**src/rtl/gpio_csr_unit.sv**
```systemverilog
// gpio_csr_unit: CSR-mapped GPIO responder for the RV32I core.
// Display register with 7-seg decode, debounced switch readback.
module gpio_csr_unit #(
  parameter int NUM_SW          = 18,
  parameter int DEBOUNCE_CYCLES = 50000,
  parameter int BLANK_LZ        = 1
) (
  input  logic              clk_i,
  input  logic              rst_n_i,
  input  logic              gpio_writeenable_i,
  input  logic [31:0]       gpio_wdata_i,
  input  logic [NUM_SW-1:0] switches_i,
  output logic [31:0]       switches_o,
  output logic [31:0]       display_q_o,
  output logic [55:0]       hex_o
);

  localparam int CW =
    (DEBOUNCE_CYCLES > 1) ? $clog2(DEBOUNCE_CYCLES) : 1;
  localparam logic [CW-1:0] CMAX = CW'(DEBOUNCE_CYCLES - 1);
  localparam logic [6:0] LZ_SEG =
    (BLANK_LZ != 0) ? 7'h7F : 7'h40;
  localparam logic [55:0] HEX_RST = {{7{LZ_SEG}}, 7'h40};

  logic [55:0]       hex_d;
  logic              hi_zero;
  logic [NUM_SW-1:0] s1_q;
  logic [NUM_SW-1:0] s2_q;
  logic [NUM_SW-1:0] sample_q;
  logic [NUM_SW-1:0] stable_q;
  logic [CW-1:0]     cnt_q;
  logic              tick;

  function automatic logic [6:0] seg7(input logic [3:0] n);
    unique case (n)
      4'h0: seg7 = 7'h40;
      4'h1: seg7 = 7'h79;
      4'h2: seg7 = 7'h24;
      4'h3: seg7 = 7'h30;
      4'h4: seg7 = 7'h19;
      4'h5: seg7 = 7'h12;
      4'h6: seg7 = 7'h02;
      4'h7: seg7 = 7'h78;
      4'h8: seg7 = 7'h00;
      4'h9: seg7 = 7'h10;
      4'hA: seg7 = 7'h08;
      4'hB: seg7 = 7'h03;
      4'hC: seg7 = 7'h46;
      4'hD: seg7 = 7'h21;
      4'hE: seg7 = 7'h06;
      4'hF: seg7 = 7'h0E;
    endcase
  endfunction

  // Display register: latched only under the write strobe.
  always_ff @(posedge clk_i or negedge rst_n_i) begin
    if (!rst_n_i) begin
      display_q_o <= '0;
    end else if (gpio_writeenable_i) begin
      display_q_o <= gpio_wdata_i;
    end
  end

  // Decode nibbles, blanking digits above the top nonzero one.
  always_comb begin
    hex_d   = '0;
    hi_zero = 1'b1;
    for (int k = 7; k >= 0; k--) begin
      hi_zero = hi_zero && (display_q_o[4*k +: 4] == 4'h0);
      if (hi_zero && (k != 0) && (BLANK_LZ != 0))
        hex_d[7*k +: 7] = 7'h7F;
      else
        hex_d[7*k +: 7] = seg7(display_q_o[4*k +: 4]);
    end
  end

  // Registered segment outputs, one cycle behind the register.
  always_ff @(posedge clk_i or negedge rst_n_i) begin
    if (!rst_n_i) begin
      hex_o <= HEX_RST;
    end else begin
      hex_o <= hex_d;
    end
  end

  // Two-flop synchronizer for the raw switches.
  always_ff @(posedge clk_i or negedge rst_n_i) begin
    if (!rst_n_i) begin
      s1_q <= '0;
      s2_q <= '0;
    end else begin
      s1_q <= switches_i;
      s2_q <= s1_q;
    end
  end

  assign tick = (cnt_q == CMAX);

  // Free-running sample-interval counter.
  always_ff @(posedge clk_i or negedge rst_n_i) begin
    if (!rst_n_i) begin
      cnt_q <= '0;
    end else if (tick) begin
      cnt_q <= '0;
    end else begin
      cnt_q <= cnt_q + 1'b1;
    end
  end

  // Accept a value only when two consecutive ticks agree.
  always_ff @(posedge clk_i or negedge rst_n_i) begin
    if (!rst_n_i) begin
      sample_q <= '0;
      stable_q <= '0;
    end else if (tick) begin
      sample_q <= s2_q;
      if (s2_q == sample_q) stable_q <= s2_q;
    end
  end

  assign switches_o = 32'(stable_q);

endmodule

```
**config.mk**
```make
export PLATFORM = sky130hd
export DESIGN_NAME = gpio_csr_unit
export DESIGN_NICKNAME = d
export VERILOG_FILES = /design/src/rtl/gpio_csr_unit.sv
export SDC_FILE = /design/constraint.sdc
export NUM_CORES = 1
export LEC_CHECK = 0
export CAP_MARGIN = 10
export CORE_ASPECT_RATIO = 1.4
export CORE_MARGIN = 3
export CORE_UTILIZATION = 52
export CTS_CLUSTER_SIZE = 20
export DETAILED_ROUTE_END_ITERATION = 8
export PLACE_DENSITY = 0.92
export SLEW_MARGIN = 20
export SYNTH_ARGS = -nofsm -noshare
export SYNTH_HDL_FRONTEND = slang
export SYNTH_SLANG_ARGS = --single-unit
```
**constraint.sdc**
```tcl
create_clock -name clk_i -period 4.6 [get_ports clk_i]
set_input_delay 1.15 -clock clk_i [delete_from_list [all_inputs] [get_ports clk_i]]
set_output_delay 1.15 -clock clk_i [all_outputs]
set_load 0.05 [all_outputs]
```
==> results.py <==
metrics = {
    "setup_path": {
        "path_delay_family": "buffers and inverters",
        "cp_slowest_stage_delay_ns": 0.92,
        "startpoint_type": "flop",
        "required_ns": 3.45,
        "critPathArrivalTime_ns": 2.05,
        "end_kind": "output port",
        "crit_slowest_cell": "clkdlybuf4s50_1",
        "path_buf_inv": 1,
        "path_cells": "clkdlybuf4s50_1",
        "crit_type": "flop to output port",
        "path_max_fanout": 18,
    },
    "yosys": {
        "ys_types": 56,
        "synth_edf_count": 0,
        "yosysTopAreaCell": "dfrtp_1",
        "synth_seq_cells": 176,
        "syn_inst": 683,
        "synth_commonest_cells": "126 x dfrtp_1, 68 x nand2_1, 51 x o21ai_0, 50 x dfstp_2, 44 x ha_1",
        "avgSynthCellArea_um2": 11.8,
        "synth_top_area_share_pct": 39.2,
        "ys_seq_area_share_pct": 55.6,
        "syn-cell-area_um2": 8030,
        "async_flop_share_pct": 100,
        "synth.most_common_cell": "dfrtp_1",
        "synth.area.top_cells": "dfrtp_1 39%, dfstp_2 16%, ha_1 6.9%, mux2_2 6.0%, o21ai_0 3.2%",
        "yosys_warnings": 0,
        "dominantRegCellSynth": "dfrtp_1",
    },
    "sta": {
        "fin_crit_ns": 3.20,
        "fin_tns_setup_ns": 0,
        "slew_violations": 0,
        "finalHoldViolCount": 0,
        "setup_viol_count_final": 0,
        "fin_skew_ns": 0.0150,
        "slew-limit-headroom_pct": 40.5,
        "max_freq_mhz": 313,
        "rsz0062_at_grt": "false",
        "tightest_slew_ns": 0.892,
        "post-route-period-util_pct": 69.5,
        "hold_ws_ns": 0.342,
    },
    "finish": {
        "syn2layout_area_growth_pct": 28.5,
        "num-nets-final": 929,
        "seq_area_um2": 4470,
        "fill_cells": 1033,
        "final_area_um2": 10300,
        "insertedDiodeCount": 0,
        "final_cells": 1037,
        "multi_input_area_um2": 3300,
        "drive_gt1_share_pct": 17.2,
    },
    "power_and_ir_drop": {
        "power_mw": 4.31,
        "powerDensity_nw_per_um2": 417,
        "p_leak_nw": 4.62,
        "vdd_drop_max_v": 0.000327,
    },
    "clock_tree": {
        "cts_sinks": 176,
        "ctsHoldBuffers": 0,
        "numCtsBuffers": 17,
        "postCtsResizedCells": 0,
        "cts_tree": "yes",
        "clockBufferDepth": 2,
        "root_buffer": "clkbuf_16",
        "post_cts_buffers": 0,
        "cts_max_level": 4,
        "clk_latency_ns": 0.43,
        "clk_pin_slew_ns": 0.08,
    },
    "place": {
        "dpl.cell_count": 1005,
        "place_area_um2": 9700,
        "gp_congestion": 0.883,
        "io_buffers": 158,
        "place_hpwl_um": 12400,
    },
    "routing": {
        "wl_per_cell_um": 17.0,
        "drt_iter0_drc": 267,
        "routed_via_density": 5.34,
        "vias": 5533,
        "drtPass1Iterations": 5,
        "ant_nets": 0,
        "route.detailed.drc": 0,
        "routed_wl_um": 17700,
    },
    "die": {
        "initial_core_util_pct": 53.4,
        "row_count": 53,
        "core-area_um2": 15100,
        "io_pins": 173,
        "dieHeight_um": 153,
        "die-area_um2": 17000,
        "die_w_um": 111,
    },
    "grt": {
        "grt_pass1_vias": 5581,
        "track_usage_pct": 21.0,
        "overflow": 0,
        "grt_pass1_wl_um": 28800,
        "antenna_found_initial": 0,
        "grt_start_max_net_pins": 101,
    },
    "status": {
        "outcome": "completed",
    },
    "hold_path": {
        "hp-class": "flop to flop",
    },
    "job": {
        "cap_violations": 0,
    },
}
## layout make-up
| class | instances | area share [%] |
|---|---|---|
| clock buffer | 17 | 4.12 |
| clock inverter | 15 | 1.93 |
| inverter | 25 | 0.909 |
| multi-input combinational | 452 | 31.9 |
| sequential | 176 | 43.3 |
| tap | 192 | 2.33 |
| timing repair buffer | 160 | 15.5 |
## cell usage in the layout (no fill, tap or decap), types with 9 or more instances in the layout
cell type,instances
nand2_1,68
clkdlybuf4s50_1,156
ha_1,44
dfstp_2,50
nor2b_1,10
a21oi_1,21
xor2_1,11
mux2_4,10
nand3_1,15
conb_1,14
dfrtp_1,126
nand2b_1,9
nor2_1,24
xnor2_1,19
o21ai_0,51
mux2i_1,10
inv_1,24
o211ai_1,17
clkbuf_16,17
mux2_2,43
## where the power goes
| group | switching, mW | internal (mW) | leakage (nW) | total (mW) |
|---|---|---|---|---|
| registers | 0.115 | 1.72 | 2.11 | 1.83 |
| clock network | 0.717 | 0.751 | 0.301 | 1.47 |
| logic | 0.655 | 0.350 | 2.21 | 1.00 |
| total | 1.49 | 2.82 | 4.62 | 4.31 |
## sequential cells by signal, summed over array words and instances (netlist names)
signal and cells:
sample_q 18, hex_o 56, s1_q 18, s2_q 18, stable_q 18, cnt_q 16, display_q_o 32
## per-stage QoR
stage | utilization (%) | setup slack [ns]
after CTS | 68.6 | 1.39
after floorplan | - | 2.30
after global placement | 64.5 | 1.90
after global routing | 68.6 | 1.31
after detailed placement | 64.5 | 1.88
final | 68.6 | 1.40
## worst register-to-register path, stage by stage, from the launching register on
cell and delay [ns]:
dfrtp_1 0.43, inv_1 0.20, ha_1 0.29, nor3b_1 0.51
and2_1 0.32, and3_1 0.32, nand4_1 0.30, o211ai_1 0.20
## worst paths after layout
path / startpoint / endpoint / slack (ns) / depth (start not counted)
setup / recovery: display_q_o[22] / display_q_o[22] / 1.40 / 1
hold / removal: s1_q[6] / s2_q[6] / 0.34 / 0
setup reg to reg: display_q_o[28] / hex_o[8] / 1.95 / 7
hold reg to reg: s1_q[6] / s2_q[6] / 0.34 / 0
max in group asynchronous: rst_n_i / hex_o[7] / 2.85 / 2
min in group asynchronous: rst_n_i / display_q_o[24] / 0.80 / 1
## cell families (layout without fill, tap and decap cells)
group	after synthesis	count (layout)	share of synthesized area [%]
other	1	14	0.0467
xor gates and xnor gates	30	30	3.27
muxes	64	64	9.42
buffers and inverters	68	217	3.97
AOI/OAI and AO/OA	130	130	9.95
DFF	176	176	55.6
adders and majority gates	44	44	6.85
and+or+nand+nor	170	170	10.9
## routing by layer
layer	up-vias	GRT usage (%)	routed length (um)
met3	16	6.97	1180
met5	-	0	0
met2	182	36.9	9130
met1	2713	25.5	7170
met4	0	4.41	171
li1	2622	-	-
(Power assumes the default switching activity.)
==> edit, RTL diff (same flow settings) <==
Remove the register `hex_o`: a continuous assignment takes its place, so the output `hex_o` follows one clock earlier.
--- a/src/rtl/gpio_csr_unit.sv
+++ b/src/rtl/gpio_csr_unit.sv
@@ -76,11 +76,5 @@
 
   // Registered segment outputs, one cycle behind the register.
-  always_ff @(posedge clk_i or negedge rst_n_i) begin
-    if (!rst_n_i) begin
-      hex_o <= HEX_RST;
-    end else begin
-      hex_o <= hex_d;
-    end
-  end
+  assign hex_o = hex_d;
 
   // Two-flop synchronizer for the raw switches.
Behaviour: not the same (Yosys sat finds a counterexample within 4 cycles, from zero or initial values and one cycle with rst_n_i low).
==> edit against the unedited design <==
Power shrank 19%. Synthesized area shrank 19%. Worst setup slack lost 1.2 ns. Hold slack gained 0.0057 ns. Sequential cell count shrank 56. Cell area shrank 15%. Routed wire length shrank 5.6%.
==> edit: results (changes against the unedited design) <==
status:
  status: "finished, final reports clean"
layout:
  regMostFlops: "display_q_o"
  drive_gt1_frac: 0.165  # -0.00620
  largest_reg_flops: 32  # -43%
  final_nets: 870  # -6.4%
global_route:
  first_global_vias: 5425  # -2.8%
  grtUsageTotal: 0.239  # +0.0282
  gr-usage-met1: 0.264  # +0.00901
  use_met2: 0.428  # +0.0587
  grt_max_degree: 68  # -33%
  gr-usage-met3: 0.0730  # +0.00327
worst_setup_path:
  cpLargestDelayFamily: "simple AND/OR/NAND/NOR gates"
  cp.arrival_ns: 3.28  # +1.23 ns
logic_synthesis:
  muxShareOfSynthArea: 0.122  # +0.0280
  synth_cell_types: 54  # -3.6%
  synth-xor-area-share: 0.0415  # +0.00881
  synthTopCellsByCount: "dfrtp_1, nand2_1, o21ai_0"
routing:
  wirelength_met1_um: 6330  # -12%
  routed_wl_um: 16700  # -5.6%
  vias: 5236  # -5.4%
  drtIter0Drc: 253  # -5.2%
  first_pass_iters: 7  # +2
sta:
  worst_slew_pin_slew_ns: 1.01  # +0.114 ns
place:
  gp_congestion: 0.854  # -3.2%
  dpl.hpwl_um: 12200  # -1.9%
  pre_cts_slack_ns: 0.425  # -1.45 ns
power_and_ir_drop:
  leakagePower_nw: 4.18  # -9.7%
edit: cell types whose count changed in the layout (fill, tap and decap cells not counted), sizes merged, moves of 5 or more:
cell,unedited run,this run
clkdlybuf4s50,156,126
buf,4,36
xnor2,19,9
nand2,68,56
dfrtp,126,120
o21ai,51,46
a22oi,1,7
xor2,11,22
nor2,24,34
dfstp,50,0
edit: metrics by stage:
step / setup TNS, ns / cells / cell area [µm²]
after floorplan: 0 / 635 / 6590
final: 0 / 933 / 8810
after detailed placement: 0 / 901 / 8190
after CTS: 0 / 933 / 8780
after global placement: 0 / 901 / 8190
after global routing: -0.0127 / 933 / 8810
edit: final cells by class:
type	instances	area (µm²)
Multi-Input combinational cell	439	3270
Fill cell	771	3240
Sequential cell	120	3000
Timing Repair Buffer	164	1650
Clock buffer	18	439
Tap cell	147	184
Clock inverter	14	149
Inverter	31	116
edit: where the power goes:
| group | leakage, nW | internal [mW] | switching, mW |
|---|---|---|---|
| clock network | 0.279 | 0.813 | 0.477 |
| registers | 1.51 | 1.10 | 0.0860 |
| logic | 2.38 | 0.367 | 0.661 |
| total | 4.18 | 2.28 | 1.22 |
edit: what timing repair did:
item,in CTS,in global routing
resized for setup,1,6
endpoints found under the hold margin,0,0
gates cloned,0,0
endpoints found under the setup margin,2,5
edit: worst paths after layout:
path	endpoint	slack [ns]	cells past startpoint
hold reg to reg	s2_q[9]$_DFF_PN0_	0.35	0
min in group asynchronous	s2_q[6]$_DFF_PN0_	0.86	1
setup reg to reg	stable_q[5]$_DFFE_PN0P_	1.61	5
max in group asynchronous	cnt_q[6]$_DFF_PN0_	2.85	2
hold / removal	s2_q[9]$_DFF_PN0_	0.35	0
setup / recovery	hex_o[11]	0.17	8
